`src/rtl/syscall_io_ctrl_pkg.sv`:
```
`default_nettype none
// ============================================================================
// Module   : syscall_io_ctrl_pkg
// Purpose  : Shared syscall op codes, op-code width and controller state
//            encodings for the syscall datapath.
// Revision : 1.0 - initial release
// ============================================================================
package syscall_io_ctrl_pkg;

  // Syscall op code arrives in $v0, so it is a full register wide.
  localparam int SYS_OP_LENGTH = 32;

  localparam logic [SYS_OP_LENGTH-1:0] SYSCALL_PRINT_INT = 32'd1;
  localparam logic [SYS_OP_LENGTH-1:0] SYSCALL_INPUT_INT = 32'd5;
  localparam logic [SYS_OP_LENGTH-1:0] SYSCALL_EXIT      = 32'd10;

  localparam int STATE_W = 3;
  typedef logic [STATE_W-1:0] state_t;

  localparam state_t ST_IDLE     = 3'd0;
  localparam state_t ST_IN_WAIT  = 3'd1;
  localparam state_t ST_OUT_WAIT = 3'd2;
  localparam state_t ST_DONE     = 3'd3;
  localparam state_t ST_HALT     = 3'd4;

  // True for op codes the controller acts on; anything else is a no-op.
  function automatic logic is_known_op(input logic [SYS_OP_LENGTH-1:0] op);
    return (op == SYSCALL_PRINT_INT) || (op == SYSCALL_INPUT_INT) ||
           (op == SYSCALL_EXIT);
  endfunction

endpackage
`default_nettype wire

```
`src/rtl/syscall_io_ctrl_if.sv`:
```
`default_nettype none
// ============================================================================
// Module   : syscall_io_ctrl_if
// Purpose  : Pipeline and console signals of the syscall controller.
//            master = controller side, slave = pipeline/console side.
// Revision : 1.0 - initial release
// ============================================================================
interface syscall_io_ctrl_if
  import syscall_io_ctrl_pkg::*;
#(
  parameter int DATA_W = 32
);
  logic                     syscall;
  logic [SYS_OP_LENGTH-1:0] sys_op;
  logic [DATA_W-1:0]        a0_data;
  logic                     stall;
  logic [DATA_W-1:0]        sys_in;
  logic                     sys_done;
  logic                     in_req;
  logic                     in_ack;
  logic [DATA_W-1:0]        in_data;
  logic                     out_valid;
  logic                     out_ready;
  logic [DATA_W-1:0]        out_data;
  logic                     halted;
  logic                     timeout;

  modport master (
    input  syscall, sys_op, a0_data, in_ack, in_data, out_ready,
    output stall, sys_in, sys_done, in_req, out_valid, out_data, halted, timeout
  );

  modport slave (
    output syscall, sys_op, a0_data, in_ack, in_data, out_ready,
    input  stall, sys_in, sys_done, in_req, out_valid, out_data, halted, timeout
  );
endinterface
`default_nettype wire

```
`src/rtl/syscall_io_ctrl_timer.sv`:
```
`default_nettype none
// ============================================================================
// Module   : syscall_timer
// Purpose  : Handshake wait counter. Cleared while not waiting, counts each
//            waiting cycle, flags expiry on the CYCLES-th waiting cycle.
// Revision : 1.0 - initial release
// ============================================================================
module syscall_timer #(
  parameter int CYCLES = 1024
) (
  input  logic clk,
  input  logic rst,
  input  logic clear,
  input  logic enable,
  output logic expired
);
  localparam int CNT_W = (CYCLES > 1) ? $clog2(CYCLES) : 1;

  logic [CNT_W-1:0] r_count;

  // Wait-cycle counter; expiry ends the wait, so wrap-around is never reached.
  always_ff @(posedge clk or posedge rst) begin
    if (rst)         r_count <= '0;
    else if (clear)  r_count <= '0;
    else if (enable) r_count <= r_count + 1'b1;
  end

  assign expired = enable && (r_count == CNT_W'(CYCLES - 1));
endmodule
`default_nettype wire

```
`src/rtl/syscall_io_ctrl.sv`:
```
`default_nettype none
// ============================================================================
// Module   : syscall_io_ctrl
// Purpose  : Syscall sequencer. Stalls the pipeline on a syscall, runs the
//            console valid/ready handshake for INPUT_INT / PRINT_INT and halts
//            the core on EXIT.
// Options  : SYSCALL_TIMEOUT_EN - bound each handshake wait to TIMEOUT_CYCLES.
// Revision : 1.0 - initial release
// ============================================================================
module syscall_io_ctrl
  import syscall_io_ctrl_pkg::*;
#(
  parameter int                DATA_W         = 32,
  parameter int                TIMEOUT_CYCLES = 1024,
  parameter logic [DATA_W-1:0] TIMEOUT_VALUE  = 32'hFFFF_FFFF
) (
  input  logic               clk,
  input  logic               rst,
  syscall_io_ctrl_if.master  bus
);
  state_t            r_state;
  state_t            w_next_state;
  logic [DATA_W-1:0] r_sys_in;
  logic [DATA_W-1:0] r_out_data;
  logic              w_waiting;
  logic              w_expired;

  assign w_waiting = (r_state == ST_IN_WAIT) || (r_state == ST_OUT_WAIT);

`ifdef SYSCALL_TIMEOUT_EN
  syscall_timer #(
    .CYCLES (TIMEOUT_CYCLES)
  ) u_timer (
    .clk     (clk),
    .rst     (rst),
    .clear   (!w_waiting),
    .enable  (w_waiting),
    .expired (w_expired)
  );
`else
  // No timer: waits are unbounded; timeout settings are unused here.
  logic w_unused_cfg;
  assign w_unused_cfg = ^{TIMEOUT_CYCLES, TIMEOUT_VALUE};
  assign w_expired    = 1'b0;
`endif

  // State register; reset abandons any transfer immediately.
  always_ff @(posedge clk or posedge rst) begin
    if (rst) r_state <= ST_IDLE;
    else     r_state <= w_next_state;
  end

  // Next-state logic; syscall is only sampled in IDLE so DONE cannot retrigger.
  always_comb begin
    w_next_state = r_state;
    case (r_state)
      ST_IDLE: begin
        if (bus.syscall) begin
          if      (bus.sys_op == SYSCALL_INPUT_INT) w_next_state = ST_IN_WAIT;
          else if (bus.sys_op == SYSCALL_PRINT_INT) w_next_state = ST_OUT_WAIT;
          else if (bus.sys_op == SYSCALL_EXIT)      w_next_state = ST_HALT;
        end
      end
      ST_IN_WAIT:  if (bus.in_ack || w_expired)    w_next_state = ST_DONE;
      ST_OUT_WAIT: if (bus.out_ready || w_expired) w_next_state = ST_DONE;
      ST_DONE:     w_next_state = ST_IDLE;
      ST_HALT:     w_next_state = ST_HALT;
      default:     w_next_state = ST_IDLE;
    endcase
  end

  // Outputs; stall is combinational so a syscall freezes before its first edge.
  always_comb begin
    bus.stall     = ((r_state == ST_IDLE) && bus.syscall && is_known_op(bus.sys_op)) ||
                    w_waiting || (r_state == ST_HALT);
    bus.in_req    = (r_state == ST_IN_WAIT);
    bus.out_valid = (r_state == ST_OUT_WAIT);
    bus.sys_done  = (r_state == ST_DONE);
    bus.halted    = (r_state == ST_HALT);
    // A handshake in the expiry cycle takes priority over the timeout.
    bus.timeout   = w_expired &&
                    (((r_state == ST_IN_WAIT)  && !bus.in_ack) ||
                     ((r_state == ST_OUT_WAIT) && !bus.out_ready));
    bus.sys_in    = r_sys_in;
    bus.out_data  = r_out_data;
  end

  // Data registers: input word (held between syscalls) and word to print.
  always_ff @(posedge clk or posedge rst) begin
    if (rst) begin
      r_sys_in   <= '0;
      r_out_data <= '0;
    end else begin
      if (r_state == ST_IN_WAIT) begin
        if (bus.in_ack)     r_sys_in <= bus.in_data;
        else if (w_expired) r_sys_in <= TIMEOUT_VALUE;
      end
      if ((r_state == ST_IDLE) && bus.syscall && (bus.sys_op == SYSCALL_PRINT_INT))
        r_out_data <= bus.a0_data;
    end
  end
endmodule
`default_nettype wire
```
`src/flat_wrapper.sv`:
```
// flat-port wrapper written by rule: the top's interface ports become plain ports
module syscall_io_ctrl_flat import syscall_io_ctrl_pkg::*;
#(
  parameter int                DATA_W         = 32,
  parameter int                TIMEOUT_CYCLES = 1024,
  parameter logic [DATA_W-1:0] TIMEOUT_VALUE  = 32'hFFFF_FFFF
)
  (clk, rst, bus_syscall, bus_sys_op, bus_a0_data, bus_in_ack, bus_in_data, bus_out_ready, bus_stall, bus_sys_in, bus_sys_done, bus_in_req, bus_out_valid, bus_out_data, bus_halted, bus_timeout);
  syscall_io_ctrl_if #(.DATA_W(DATA_W)) bus_i ();
  input  logic clk;
  input  logic rst;
  input wire logic [$bits(bus_i.syscall)-1:0] bus_syscall;
  input wire logic [$bits(bus_i.sys_op)-1:0] bus_sys_op;
  input wire logic [$bits(bus_i.a0_data)-1:0] bus_a0_data;
  input wire logic [$bits(bus_i.in_ack)-1:0] bus_in_ack;
  input wire logic [$bits(bus_i.in_data)-1:0] bus_in_data;
  input wire logic [$bits(bus_i.out_ready)-1:0] bus_out_ready;
  output wire logic [$bits(bus_i.stall)-1:0] bus_stall;
  output wire logic [$bits(bus_i.sys_in)-1:0] bus_sys_in;
  output wire logic [$bits(bus_i.sys_done)-1:0] bus_sys_done;
  output wire logic [$bits(bus_i.in_req)-1:0] bus_in_req;
  output wire logic [$bits(bus_i.out_valid)-1:0] bus_out_valid;
  output wire logic [$bits(bus_i.out_data)-1:0] bus_out_data;
  output wire logic [$bits(bus_i.halted)-1:0] bus_halted;
  output wire logic [$bits(bus_i.timeout)-1:0] bus_timeout;
  assign bus_i.syscall = bus_syscall;
  assign bus_i.sys_op = bus_sys_op;
  assign bus_i.a0_data = bus_a0_data;
  assign bus_i.in_ack = bus_in_ack;
  assign bus_i.in_data = bus_in_data;
  assign bus_i.out_ready = bus_out_ready;
  assign bus_stall = bus_i.stall;
  assign bus_sys_in = bus_i.sys_in;
  assign bus_sys_done = bus_i.sys_done;
  assign bus_in_req = bus_i.in_req;
  assign bus_out_valid = bus_i.out_valid;
  assign bus_out_data = bus_i.out_data;
  assign bus_halted = bus_i.halted;
  assign bus_timeout = bus_i.timeout;
  syscall_io_ctrl #(.DATA_W(DATA_W), .TIMEOUT_CYCLES(TIMEOUT_CYCLES), .TIMEOUT_VALUE(TIMEOUT_VALUE)) u_core (.clk(clk), .rst(rst), .bus(bus_i));
endmodule
```
`config.mk`:
```
export PLATFORM = sky130hd
export DESIGN_NAME = syscall_io_ctrl_flat
export DESIGN_NICKNAME = d
export VERILOG_FILES = /design/src/rtl/syscall_io_ctrl_pkg.sv /design/src/rtl/syscall_io_ctrl_if.sv /design/src/rtl/syscall_io_ctrl_timer.sv /design/src/rtl/syscall_io_ctrl.sv /design/src/flat_wrapper.sv
export SDC_FILE = /design/constraint.sdc
export NUM_CORES = 1
export LEC_CHECK = 0
export BUFFER_PORTS_ARGS = -buffer_cell sky130_fd_sc_hd__buf_2
export CORE_ASPECT_RATIO = 1.75
export CORE_MARGIN = 10
export CORE_UTILIZATION = 42
export CTS_CLUSTER_SIZE = 28
export DETAILED_ROUTE_END_ITERATION = 8
export PLACE_DENSITY = 0.77
export SLEW_MARGIN = 25
export SYNTH_ARGS = -nofsm -noshare
export SYNTH_HDL_FRONTEND = slang
export SYNTH_SLANG_ARGS = --single-unit
```
`constraint.sdc`:
```
create_clock -name clk -period 2.8 [get_ports clk]
set_clock_uncertainty 0.05 [all_clocks]
set_input_delay 0.42 -clock clk [delete_from_list [all_inputs] [get_ports clk]]
set_output_delay 0.42 -clock clk [all_outputs]
set_load 0.05 [all_outputs]
```
==> run metrics <==
flip-flop and latch count after synthesis=between 60 and 70; relative max-transition margin=0.575; gr ovfl total=0; critical path's slowest cell=nor4_1; fraction of layout cells with a size suffix above 1=0.694; top cell type's share of synthesized area=0.619; final hold vios=0; Routed WL per cell=17.5 um; Port Buf Inserts=169; Hold WC Path Type=primary input to async pin; # rows=38; PD cells=between 1000 and 1500 nW/um^2; count of flip-flops with a built-in enable after synthesis=0; H-tree Lvls=3; synth unique cells=29; TritonRoute pass-1 iters=4; HPWL Detailed=between 6 and 7 mm; Post-synth ARST share=1.00; Max Freq=~440 MHz; # Max-Cap Violations=0; final worst-path cycle share=0.819; Worst setup SP type=primary input; CTS tree=built; die area=10,200 sq um; Crit path max-delay family=simple AND/OR/NAND/NOR gates; Tightest Pin Transition=around 0.64 ns; vias in the first global route=around 2.4k; fin crit period=roughly 2.3 ns; Worst setup EP type=output pin; Synth Cell Area=2710 sq um; final core utilization=0.615; via count=2,127; Mapped Cells=180; Initial Util=0.435; antenna violations before repair=0; crit path kind=primary input to output pin; Hold Buf Count CTS=0; pins over their slew limit=0; DRC Markers=0; Worst Path Arrival=about 1.8 ns; routed vias/inst=just under 5; register area share after synthesis=0.619; post-CTS sizing=0; total power=between 3 and 4 mW; worst path buffer plus inverter count=2; Synth warnings=0; area leader, netlist=dfrtp_1; Placement Setup Slack=approximately 0.48 ns; Post-Route WL=7.69 mm; sw frac=0.450; Total GRT Usage=0.155; core area=approximately 6200 sq um; outcome=complete, no violations; NetSw=~1.8 mW; Final ANT Viol Nets=0; Internal=about 2.2 mW; Area Growth Syn to Fin=41.5%; worst path cell trace=buf_2 > nor4_1 > nand4_1 > o31ai_1 > and3_1 > buf_2; CTS Buffer Depth=2; Die Span X=80.7 um; I/O pin count=171; clock share of power=0.196; CP most frequent cell=buf_2; worst vdd ir=between 500 and 600 uV; CTS buffer count=9; Syn Area/Cell=around 15 sq um; largest net degree at the start of global routing=40; nets=between 400 and 500; Synth area leaders=dfrtp_1 (62%), mux2_2 (25%), buf_6 (1.2%), mux2_1 (1.2%), nor4_1 (1.2%); syn_nets=281; # clock sinks=67; Final Wtd Congestion=between 0.7 and 0.8; Comb pwr share=0.460; Post-CTS Setup Bufs=0; clk_lat worst skew=between 0.3 and 0.4 ns; crit-path max FO=5; P_leak=~2.1 nW; Worst EP required=between 2 and 2.5 ns; Sum Neg Setup Slack=0 ns; Reg power frac=0.344; hold_ws=roughly 0.11 ns; global-route wire length before repair=around 12 mm; ANT cells=0; worst setup margin=0.508 ns; Synth Flop Type=dfrtp_1; endpoints failing setup=0; Root Buffer=clkbuf_8; clock-pin slew on the worst setup and hold paths=0.07 ns; CP peak stage delay=about 0.32 ns; die height=~130 um; Iteration-0 DRC Markers=75; RSZ-0062 raised after global routing=no
==> cell usage in the layout (no fill, tap or decap), drive strengths merged, types with 2 or more instances in the layout <==
cell type and n:
buf 172, dfrtp 67, mux2 64, clkbuf 14, nor2 6, nor4 6
nand2 4, nor3 4, nand2b 2, nand4 2, a221oi 2, inv 2
==> power groups by stage <==
stage,logic (mW),registers (mW),clock network [mW]
2_1_floorplan,0.542,2.20,0
3_3_place_gp,1.82,1.36,0
3_5_place_dp,1.84,1.38,0
4_1_cts,1.84,1.36,0.801
5_1_grt,1.91,1.38,0.848
6_report,1.82,1.36,0.775
==> final cells by class <==
cell class	count	area, sq um
clock inverters	2	35.0
repair buffers	172	893
fillers	537	2400
inverters	2	7.51
flip-flops and latches	67	1680
clock buffers	14	153
multi-input cells	103	967
well taps	80	100
==> per-stage QoR <==
step | std cells | instance area, sq um
after floorplan | 180 | 2710
after global placement | 424 | 3640
after detailed placement | 424 | 3640
after CTS | 440 | 3830
after global routing | 440 | 3830
final | 440 | 3830
==> Yosys cell counts, drive strengths merged (2+ instances only) <==
| cell type | instances |
|---|---|
| nor3 | 4 |
| inv | 2 |
| nand2 | 4 |
| mux2 | 64 |
| nand4 | 2 |
| a221oi | 2 |
| dfrtp | 67 |
| buf | 7 |
| nand2b | 2 |
| nor4 | 6 |
| nor2 | 6 |
==> worst register-to-register path: stages, from the launching register on <==
cell	delay, ns
dfrtp_1	0.47
nor3_1	0.27
nand2_1	0.13
nor4_4	0.20
buf_12	0.25
mux2_2	0.37
==> metal layers <==
| layer | part of all wire | GRT usage | vias to the layer above |
|---|---|---|---|
| met4 | 0.038 | 0.110 | 0 |
| met5 | 0 | 0 | - |
| met1 | 0.28 | 0.125 | 1010 |
| met3 | 0.10 | 0.0634 | 20 |
| met2 | 0.58 | 0.283 | 99 |
| li1 | - | - | 998 |
==> final timing paths <==
| kind | startpoint | end | slack (ns) | cells after the start |
|---|---|---|---|---|
| worst max-delay path | bus_sys_op[19] | bus_stall | 0.51 | 6 |
| worst min-delay path | rst | u_core.bus.out_data[23]$_DFFE_PP0P_ | 0.11 | 2 |
| worst max register to register | u_core.r_state[0]$_DFFE_PP0P_ | u_core.bus.out_data[2]$_DFFE_PP0P_ | 0.94 | 5 |
| worst min register to register | u_core.bus.out_data[23]$_DFFE_PP0P_ | u_core.bus.out_data[23]$_DFFE_PP0P_ | 0.44 | 1 |
| max in group asynchronous | rst | u_core.bus.sys_in[9]$_DFFE_PP0P_ | 1.96 | 3 |
| min in group clk | bus_a0_data[24] | u_core.bus.out_data[24]$_DFFE_PP0P_ | 0.24 | 2 |
==> state kept, by name, indices dropped and copies added, names as in the netlist <==
register	flops
u_core.bus.out_data	32
u_core.bus.sys_in	32
u_core.r_state	3
==> cells by family after synthesis <==
group	share of synthesized area
other cells	0.00138
simple gates	0.0725
compound gates	0.0162
flops	0.619
mux	0.266
buf+inv	0.0249
No activity file was read; power rests on OpenSTA's default activity.
